### src/rtl/alu_result_stage.sv
// Registered result stage behind the carry-skip adder: computes status flags and buffers them in a FIFO.
// Optional ALU_STICKY_OVF_EN adds a sticky overflow flag (sticky_clr / ovf_sticky).
module alu_result_stage #(
  parameter int M     = 32,
  parameter int DEPTH = 2
) (
  input  logic                     clk,
  input  logic                     rst,
  input  logic                     in_valid,
  output logic                     in_ready,
  input  logic [M-1:0]             in_a,
  input  logic [M-1:0]             in_b,
  input  logic                     in_sub,
  input  logic [M-1:0]             in_sum,
  input  logic                     in_cout,
  output logic                     out_valid,
  input  logic                     out_ready,
  output logic [M-1:0]             out_result,
  output logic                     out_carry,
  output logic                     out_zero,
  output logic                     out_neg,
  output logic                     out_ovf,
`ifdef ALU_STICKY_OVF_EN
  input  logic                     sticky_clr,
  output logic                     ovf_sticky,
`endif
  output logic [$clog2(DEPTH):0]   level
);

  localparam int AW = (DEPTH > 1) ? $clog2(DEPTH) : 1;
  localparam logic [$clog2(DEPTH):0] FULL = ($clog2(DEPTH)+1)'(DEPTH);

  typedef struct packed {
    logic [M-1:0] result;
    logic         carry;
    logic         zero;
    logic         neg;
    logic         ovf;
  } entry_t;

  entry_t             mem [DEPTH];
  entry_t             wr_ent, head, last_q;
  logic [AW-1:0]      wptr, rptr;
  logic               push, pop;

  // Only the operand sign bits feed the overflow logic.
  logic unused_opbits;
  assign unused_opbits = ^{in_a[M-2:0], in_b[M-2:0]};

  // Subtract means the adder saw ~B, so B's effective sign is inverted.
  always_comb begin
    wr_ent        = '0;
    wr_ent.result = in_sum;
    wr_ent.carry  = in_sub ? ~in_cout : in_cout;
    wr_ent.zero   = ~|in_sum;
    wr_ent.neg    = in_sum[M-1];
    wr_ent.ovf    = ((in_a[M-1] ^ in_sub) == in_b[M-1]) & (in_sum[M-1] != in_a[M-1]);
  end

  assign in_ready  = (level != FULL);
  assign out_valid = (level != '0);
  assign push      = in_valid & in_ready;
  assign pop       = out_valid & out_ready;

  genvar gi;
  generate
    for (gi = 0; gi < DEPTH; gi++) begin : g_slot
      always_ff @(posedge clk or posedge rst) begin
        if (rst)                           mem[gi] <= '0;
        else if (push && wptr == AW'(gi))  mem[gi] <= wr_ent;
      end
    end
  endgenerate

  always_ff @(posedge clk or posedge rst) begin
    if (rst) begin
      wptr  <= '0;
      rptr  <= '0;
      level <= '0;
    end else begin
      if (push) wptr <= wptr + AW'(1);
      if (pop)  rptr <= rptr + AW'(1);
      case ({push, pop})
        2'b10:   level <= level + 1'b1;
        2'b01:   level <= level - 1'b1;
        default: level <= level;
      endcase
    end
  end

  // Holds the last popped entry so outputs stay put while empty.
  always_ff @(posedge clk or posedge rst) begin
    if (rst)      last_q <= '0;
    else if (pop) last_q <= head;
  end

  assign head       = mem[rptr];
  assign out_result = out_valid ? head.result : last_q.result;
  assign out_carry  = out_valid ? head.carry  : last_q.carry;
  assign out_zero   = out_valid ? head.zero   : last_q.zero;
  assign out_neg    = out_valid ? head.neg    : last_q.neg;
  assign out_ovf    = out_valid ? head.ovf    : last_q.ovf;

`ifdef ALU_STICKY_OVF_EN
  // A set in the same cycle as a clear wins.
  always_ff @(posedge clk or posedge rst) begin
    if (rst)                 ovf_sticky <= 1'b0;
    else if (pop & head.ovf) ovf_sticky <= 1'b1;
    else if (sticky_clr)     ovf_sticky <= 1'b0;
  end
`endif

endmodule

### config.mk
export PLATFORM = sky130hd
export DESIGN_NAME = alu_result_stage
export DESIGN_NICKNAME = d
export VERILOG_FILES = /design/src/rtl/alu_result_stage.sv
export SDC_FILE = /design/constraint.sdc
export NUM_CORES = 1
export LEC_CHECK = 0
export BUFFER_PORTS_ARGS = -buffer_cell sky130_fd_sc_hd__clkbuf_2
export CORE_MARGIN = 4
export CORE_UTILIZATION = 50
export DETAILED_ROUTE_END_ITERATION = 10
export MAX_ROUTING_LAYER = met4
export PLACE_DENSITY = 0.75
export SLEW_MARGIN = 0
export SYNTH_ARGS = -nofsm -noshare
export SYNTH_HDL_FRONTEND = slang
export SYNTH_SLANG_ARGS = --single-unit
### constraint.sdc
create_clock -name clk -period 3.8 [get_ports clk]
set_input_delay 0 -clock clk [delete_from_list [all_inputs] [get_ports clk]]
set_output_delay 0 -clock clk [all_outputs]
set_load 0.05 [all_outputs]
**After elaboration in Yosys (flattened, before gate mapping)**

Index checks and enable logic that the tools add are counted.

- Bitwise gates (word level): 7
- Equality and inequality tests: 5
- Multiplexer cells: 10
- Order comparisons: 1
- Reductions and logical operators: 6
- Add/sub/neg operators: 4

Operators by type and width:

| kind | number |
|---|---|
| 36-bit two-way mux | 3 |
| 32-bit two-way mux | 1 |
| 32-bit OR reduction | 1 |
| 1-bit two-way mux | 5 |
| 2-bit one-hot mux with 2 select lines | 1 |
| 2-bit nonzero test | 2 |
| 1-bit AND | 3 |
| 1-bit adder, second input constant | 2 |
| 2-bit by 1-bit adder with 2-bit output, second input constant | 1 |
| 2-bit by 1-bit == test with 1-bit output, second input constant | 1 |
| 2-bit == test, second input constant | 1 |
| 2-bit >= comparator, second input constant | 1 |
| 1-bit logical AND | 2 |
| 2-bit != test, second input constant | 1 |
| 1-bit inverter | 2 |
| 1-bit inverter with 2-bit output | 1 |
| 2-bit by 1-bit subtractor with 2-bit output, second input constant | 1 |
| 1-bit == test | 1 |
| 1-bit zero test | 1 |
| 1-bit != test | 1 |
| 1-bit bitwise XOR | 1 |

- Word-level logic and storage cells: 51
- Output and inout port bits: 40
- Register bits after elaboration: 112

**Logic depth before layout (Yosys ltp)**

Gate-level depths: netlist (run 1).

- Depth after elaboration: 5
- Gate-level depth with buffers: 7
- Gate-level depth less buffers: 7

**Worst setup path before layout (run 1)**

No wires, ideal clock.

- Path kind: reg-to-output
- Start point: reg level[0]
- End point: out out_result[31]
- Arrival time: 2.506 ns
- Cell stages (with the launch flop): 7
- Buffers on the path: 3
- Required time: 3.800 ns
- Setup slack: 1.294 ns
- Path through: dfrtp_1 -> or2_2 -> clkbuf_1 -> buf_2 -> nor2_1 -> a21oi_1 -> buf_4

- Cells in the longest elaborated chain, start to end: 2

Ends and longest elaborated chain:

| item | RTL line | text |
|---|---|---|
| start, declared | 27 | `output logic [$clog2(DEPTH):0] level` |
| start signal, assigned | 84 | `2'b10: level <= level + 1'b1;` |
| start signal, assigned | 85 | `2'b01: level <= level - 1'b1;` |
| start signal, assigned | 86 | `default: level <= level;` |
| 2-bit nonzero test | 61 | `assign out_valid = (level != '0);` |
| 32-bit two-way mux | 98 | `assign out_result = out_valid ? head.result : last_q.result;` |
| end, declared | 18 | `output logic [M-1:0] out_result,` |

No other way between the ends.

**Worst setup path after layout (run 1)**

- Start point: reg level[0]
- End point: out out_result[11]

Same word-level chain as after synthesis.

==> impl_metrics.py, run 1 <==
metrics = {
    "setup_path": {
        "cp_cell_sequence": "or2_2 > buf_4 > nor2_1 > a21oi_1 > clkbuf_2",
        "slowest_delay_ns": 0.72,
        "critPathRequiredTime_ns": 3.80,
        "cp-end-kind": "primary output",
        "rr_startpoint": "level[1]",
        "critPathMaxFanout": 44,
        "arrival_ns": 2.69,
        "path_class": "reg2out",
        "critPathSlowestCell": "or2_2",
        "r2r_cells": 4,
        "crit_path_start_kind": "flip-flop",
        "regToRegSetupSlack_ns": 1.76,
        "regToRegEndpoint": "mem[62]",
    },
    "clock_network": {
        "clock_sink_count": 109,
        "postCtsHoldBufs": 33,
        "cts_setup_buffers": 0,
        "clk_pin_slew_ns": 0.09,
        "cts_tree": "yes",
        "ctsResizeCount": 0,
        "h-tree-depth": 3,
        "root_buffer": "clkbuf_8",
        "clk-insertion-delay-late_ns": 0.36,
        "clockBufferDepth": 2,
        "cts_buffers": 9,
    },
    "routing": {
        "avgRoutedWirePerCell_um": 16.1,
        "vias": 3428,
        "ant_nets": 0,
        "first_pass_iters": 4,
        "drt_iter0_drc": 207,
        "drc": 0,
        "vias_per_cell": 5.25,
        "drt_wl_total_mm": 10.5,
    },
    "global_routing": {
        "grt_max_degree": 76,
        "grt_pass1_vias": 3575,
        "track_usage": 0.199,
        "antenna_found_initial": 0,
        "grt_pass1_wl_mm": 17.6,
        "grt.overflow.total": 0,
    },
    "yosys": {
        "synth-warning-count": 0,
        "syn_inst": 416,
        "seq_area_frac_synth": 0.547,
        "synth_area_um2": 4990,
        "synth_seq_cells": 109,
        "synth_area_per_cell_um2": 12.0,
        "synthesis.nets": 519,
        "ys_types": 25,
    },
    "place": {
        "io_buffers": 79,
        "place_congestion": 0.757,
        "dp_hpwl_mm": 6.65,
    },
    "sta": {
        "max_freq_mhz": 371,
        "holdWs_ns": 0.0558,
        "relSlewSlack": 0.227,
        "setup-violations-final": 0,
        "rsz0062_at_grt": "no",
        "period_share": 0.709,
        "finalHoldViolCount": 0,
        "finalMaxSlewViolations": 0,
        "layout_min_cycle_time_ns": 2.69,
        "skew_ns": 0.00752,
        "final.setup.tns_ns": 0,
        "tightest_slew_ns": 1.16,
    },
    "min_path": {
        "hp-class": "in2reg",
        "hp-start": "in_valid",
        "holdPathEnd": "mem[38]",
        "hold_path_depth": 4,
    },
    "die": {
        "num_rows": 36,
        "die-area_um2": 11600,
        "coreArea_um2": 9730,
        "die_y_um": 108,
        "io_pins": 142,
        "die_w_um": 108,
        "start_util": 0.513,
    },
    "cells_and_area": {
        "fillers": 800,
        "regArea_um2": 2730,
        "drive_above_1_share": 0.333,
        "layout.nets": 619,
        "diodes": 0,
        "synthToLayoutAreaGrowth_pct": 20.4,
        "multi_input_area_um2": 2100,
    },
    "run_status": {
        "status": "complete, no violations",
    },
    "run": {
        "drv_cap": 0,
    },
}
flip-flops by register name (all words and copies together) (netlist names):
| name | cells |
|---|---|
| mem | 70 |
| last_q | 35 |
| level | 2 |
| rptr | 1 |
| wptr | 1 |
metrics by stage:
stage / std cells / cell area, um2 / utilization / setup slack, ns
6_report: 653 / 6010 / 0.618 / 1.11
3_5_place_dp: 605 / 5430 / 0.558 / 1.58
5_1_grt: 653 / 6010 / 0.618 / 0.914
2_1_floorplan: 416 / 4990 / - / 0.926
3_3_place_gp: 605 / 5430 / 0.558 / 1.60
4_1_cts: 653 / 6010 / 0.618 / 1.16
critical path, delay by kind of cell (launching register included):
kind                   cells  cell delay, ns
and+or+nand+nor            2            0.79
AOI/OAI and AO/OA          1            0.22
DFF                        1            0.56
buffers and inverters      2            0.75
worst max-delay path by stage:
stage	from	to	slack [ns]
2_1_floorplan	rst	last_q[0]	0.93
3_3_place_gp	level[0]	out_result[11]	1.60
3_5_place_dp	level[0]	out_result[11]	1.58
4_1_cts	level[0]	out_result[11]	1.16
5_1_grt	level[0]	out_result[11]	0.91
6_report	level[0]	out_result[11]	1.11
Yosys cell counts (all sizes together):
cell | instances | share of area
a21oi | 35 | 0.035
buf | 16 | 0.024
clkbuf | 10 | 0.0075
dfrtp | 109 | 0.55
ha | 1 | 0.0025
inv | 5 | 0.0038
mux2 | 68 | 0.17
mux2i | 36 | 0.072
nand2 | 37 | 0.028
nand2b | 2 | 0.0025
nand3 | 2 | 0.0070
nand4 | 2 | 0.0025
nor2 | 36 | 0.027
nor2b | 1 | 0.0018
nor4 | 8 | 0.010
o21ai | 37 | 0.037
o31ai | 4 | 0.0060
or2 | 1 | 0.0013
xnor2 | 4 | 0.0070
xor2 | 2 | 0.0035
kinds of logic after synthesis:
family / Yosys count / synth area share
adders and majority gates: 1 / 0.00251
muxes: 104 / 0.247
DFF: 109 / 0.547
xor gates and xnor gates: 6 / 0.0105
and+or+nand+nor: 89 / 0.0800
AOI/OAI and AO/OA: 76 / 0.0782
buffers and inverters: 31 / 0.0354
cells in the final DEF, fill, tap and decap left out:
cell type      count
nor2_1            36
nor2b_2            1
nand2b_1           2
nand4_1            2
a21oi_1           35
o21ai_0           36
buf_4              3
clkinv_2           1
dfrtp_1          108
mux2_4            28
inv_4              1
xor2_1             2
inv_1              3
nand2_1           37
mux2_2            40
inv_2              1
o21ai_4            1
o31ai_1            4
ha_1               1
nand3_4            2
xnor2_1            4
clkbuf_2          79
dlygate4sd3_1     33
bufinv_16          3
or2_2              1
mux2i_1           36
clkbuf_8          11
nor4_1             8
dfrtp_2            1
metal layers:
metal	GRT usage	wire, um
met1	0.256	4920
met4	0.0523	95
met3	0.0294	323
met2	0.331	5150
met5	-	0
final cells by class:
class / instances / share of cell area
clock inverters: 4 / 0.0158
multi-input cells: 276 / 0.349
well taps: 133 / 0.0277
repair buffers: 115 / 0.125
flip-flops and latches: 109 / 0.454
clock buffers: 11 / 0.0252
inverters: 5 / 0.00354
Power of run 1 is not shown: default switching activity piles up to over one toggle a cycle in this logic, so the estimate is an artifact.
==> run 2, diff against run 1 <==
==> constraint.sdc (replaced) <==
create_clock -name clk -period 2.6 [get_ports clk]
set_input_delay 0 -clock clk [delete_from_list [all_inputs] [get_ports clk]]
set_output_delay 0 -clock clk [all_outputs]
set_load 0.05 [all_outputs]
==> run 2 against run 1 <==
- sequential cell count did not move
- clock skew rose by 0.0052 ns
- via count fell by 1.6%
- sequential share of layout area fell by 0.32 points
- first-iteration DRC count fell by 22%
- non-clock buffer count rose by 6
- critical path type unchanged
- highest routed layer unchanged
==> impl_metrics.py, run 2 (same netlist as run 1, synthesis figures left out) <==
metrics = {
    "sta": {
        "finalMaxSlewViolations": 0,
        "setup-violations-final": 0,
        "tightest_slew_ns": 0.832,
        "period_share": 0.892,
        "relSlewSlack": 0.444,
        "skew_ns": 0.0127,
        "final.setup.tns_ns": 0,
        "max_freq_mhz": 431,
        "layout_min_cycle_time_ns": 2.32,
        "rsz0062_at_grt": "no",
        "finalHoldViolCount": 0,
    },
    "clock_network": {
        "ctsResizeCount": 0,
        "h-tree-depth": 3,
        "postCtsHoldBufs": 33,
        "cts_setup_buffers": 0,
        "clk-insertion-delay-late_ns": 0.36,
        "clock_sink_count": 109,
        "clockBufferDepth": 2,
        "root_buffer": "clkbuf_8",
        "cts_buffers": 9,
        "cts_tree": "yes",
        "clk_pin_slew_ns": 0.10,
    },
    "routing": {
        "drt_wl_total_mm": 10.3,
        "drt_iter0_drc": 162,
        "ant_nets": 0,
        "vias": 3374,
        "avgRoutedWirePerCell_um": 15.7,
        "vias_per_cell": 5.12,
        "first_pass_iters": 4,
        "drc": 0,
    },
    "setup_path": {
        "arrival_ns": 2.32,
        "cp-end-kind": "primary output",
        "regToRegSetupSlack_ns": 0.72,
        "critPathRequiredTime_ns": 2.60,
        "rr_startpoint": "level[1]",
        "crit_path_start_kind": "flip-flop",
        "r2r_cells": 5,
        "slowest_delay_ns": 0.55,
        "cp_cell_sequence": "or2_2 > buf_4 > nor2_1 > a21oi_1 > clkbuf_2",
        "path_class": "reg2out",
        "regToRegEndpoint": "mem[43]",
        "critPathMaxFanout": 25,
        "critPathSlowestCell": "dfrtp_1",
    },
    "place": {
        "dp_hpwl_mm": 7.01,
        "place_congestion": 0.790,
        "io_buffers": 79,
    },
    "run": {
        "drv_cap": 0,
    },
    "die": {
        "io_pins": 142,
        "start_util": 0.513,
        "num_rows": 36,
        "die_y_um": 108,
        "coreArea_um2": 9730,
        "die_w_um": 108,
        "die-area_um2": 11600,
    },
    "cells_and_area": {
        "top_regs": "mem: 70 flops, last_q: 35 flops, level: 2 flops",
        "top_register": "mem",
        "diodes": 0,
        "final_common_cell": "dfrtp_1",
        "drive_above_1_share": 0.337,
        "largest_reg_flops": 70,
        "layout.nets": 625,
        "final_cell_mix": "108 x dfrtp_1, 79 x clkbuf_2, 40 x mux2_2",
        "synthToLayoutAreaGrowth_pct": 21.3,
    },
    "min_path": {
        "hp-class": "in2reg",
        "holdPathEnd": "wptr",
        "hp-start": "in_valid",
        "hold_path_depth": 4,
    },
    "run_status": {
        "status": "complete, no violations",
    },
    "global_routing": {
        "grt_pass1_vias": 3543,
        "grt.overflow.total": 0,
        "antenna_found_initial": 0,
        "track_usage": 0.198,
        "grt_max_degree": 57,
        "grt_pass1_wl_mm": 17.5,
    },
}
==> run 2: changes by cell type in the layout (fill, tap and decap cells not counted), sizes merged <==
cell      before  now
buf            3    9
bufinv         3    2
clkinvlp       0    1
==> run 2: per-layer routing <==
metal  global-route usage  part of all wire
met1                0.269              0.48
met2                0.320              0.48
met3               0.0264             0.034
met4               0.0487             0.010
met5                    -                 0
==> run 2: how the worst max path moves through the flow <==
stage	start	end	cells after the start
floorplan	level[0]	out_result[31]	6
CTS	level[0]	out_result[6]	5
finish	level[0]	out_result[9]	5
global route	level[0]	out_result[9]	5
detailed placement	level[0]	out_result[6]	5
global placement	level[1]	mem[44]	5
==> run 2: final cells by class <==
class                           instances  area, um2
Multi-Input combinational cell        276       2100
Clock inverter                          4       73.8
Inverter                                5       22.5
Timing Repair Buffer                  121        831
Sequential cell                       109       2730
Clock buffer                           11        131
Fill cell                             814       3680
Tap cell                              133        166
==> run 2: worst max-delay path: cells and delay by family, from the launching register on <==
kind | cells | cell delay (ns)
flops | 1 | 0.55
simple gates | 2 | 0.53
buf+inv | 2 | 0.69
compound gates | 1 | 0.19
==> run 2: metrics by stage <==
stage | util | std cells | worst slack [ns] | cell area, um2 | hold WS, ns
global route | 0.622 | 659 | 0.120 | 6050 | 0.0750
CTS | 0.622 | 659 | 0.278 | 6050 | 0.0474
floorplan | - | 416 | 0.0945 | 4990 | 0.149
finish | 0.622 | 659 | 0.280 | 6050 | 0.0611
global placement | 0.567 | 611 | 0.732 | 5520 | 0.173
detailed placement | 0.567 | 611 | 0.679 | 5520 | 0.189
Power of run 2 is left out for the same reason.
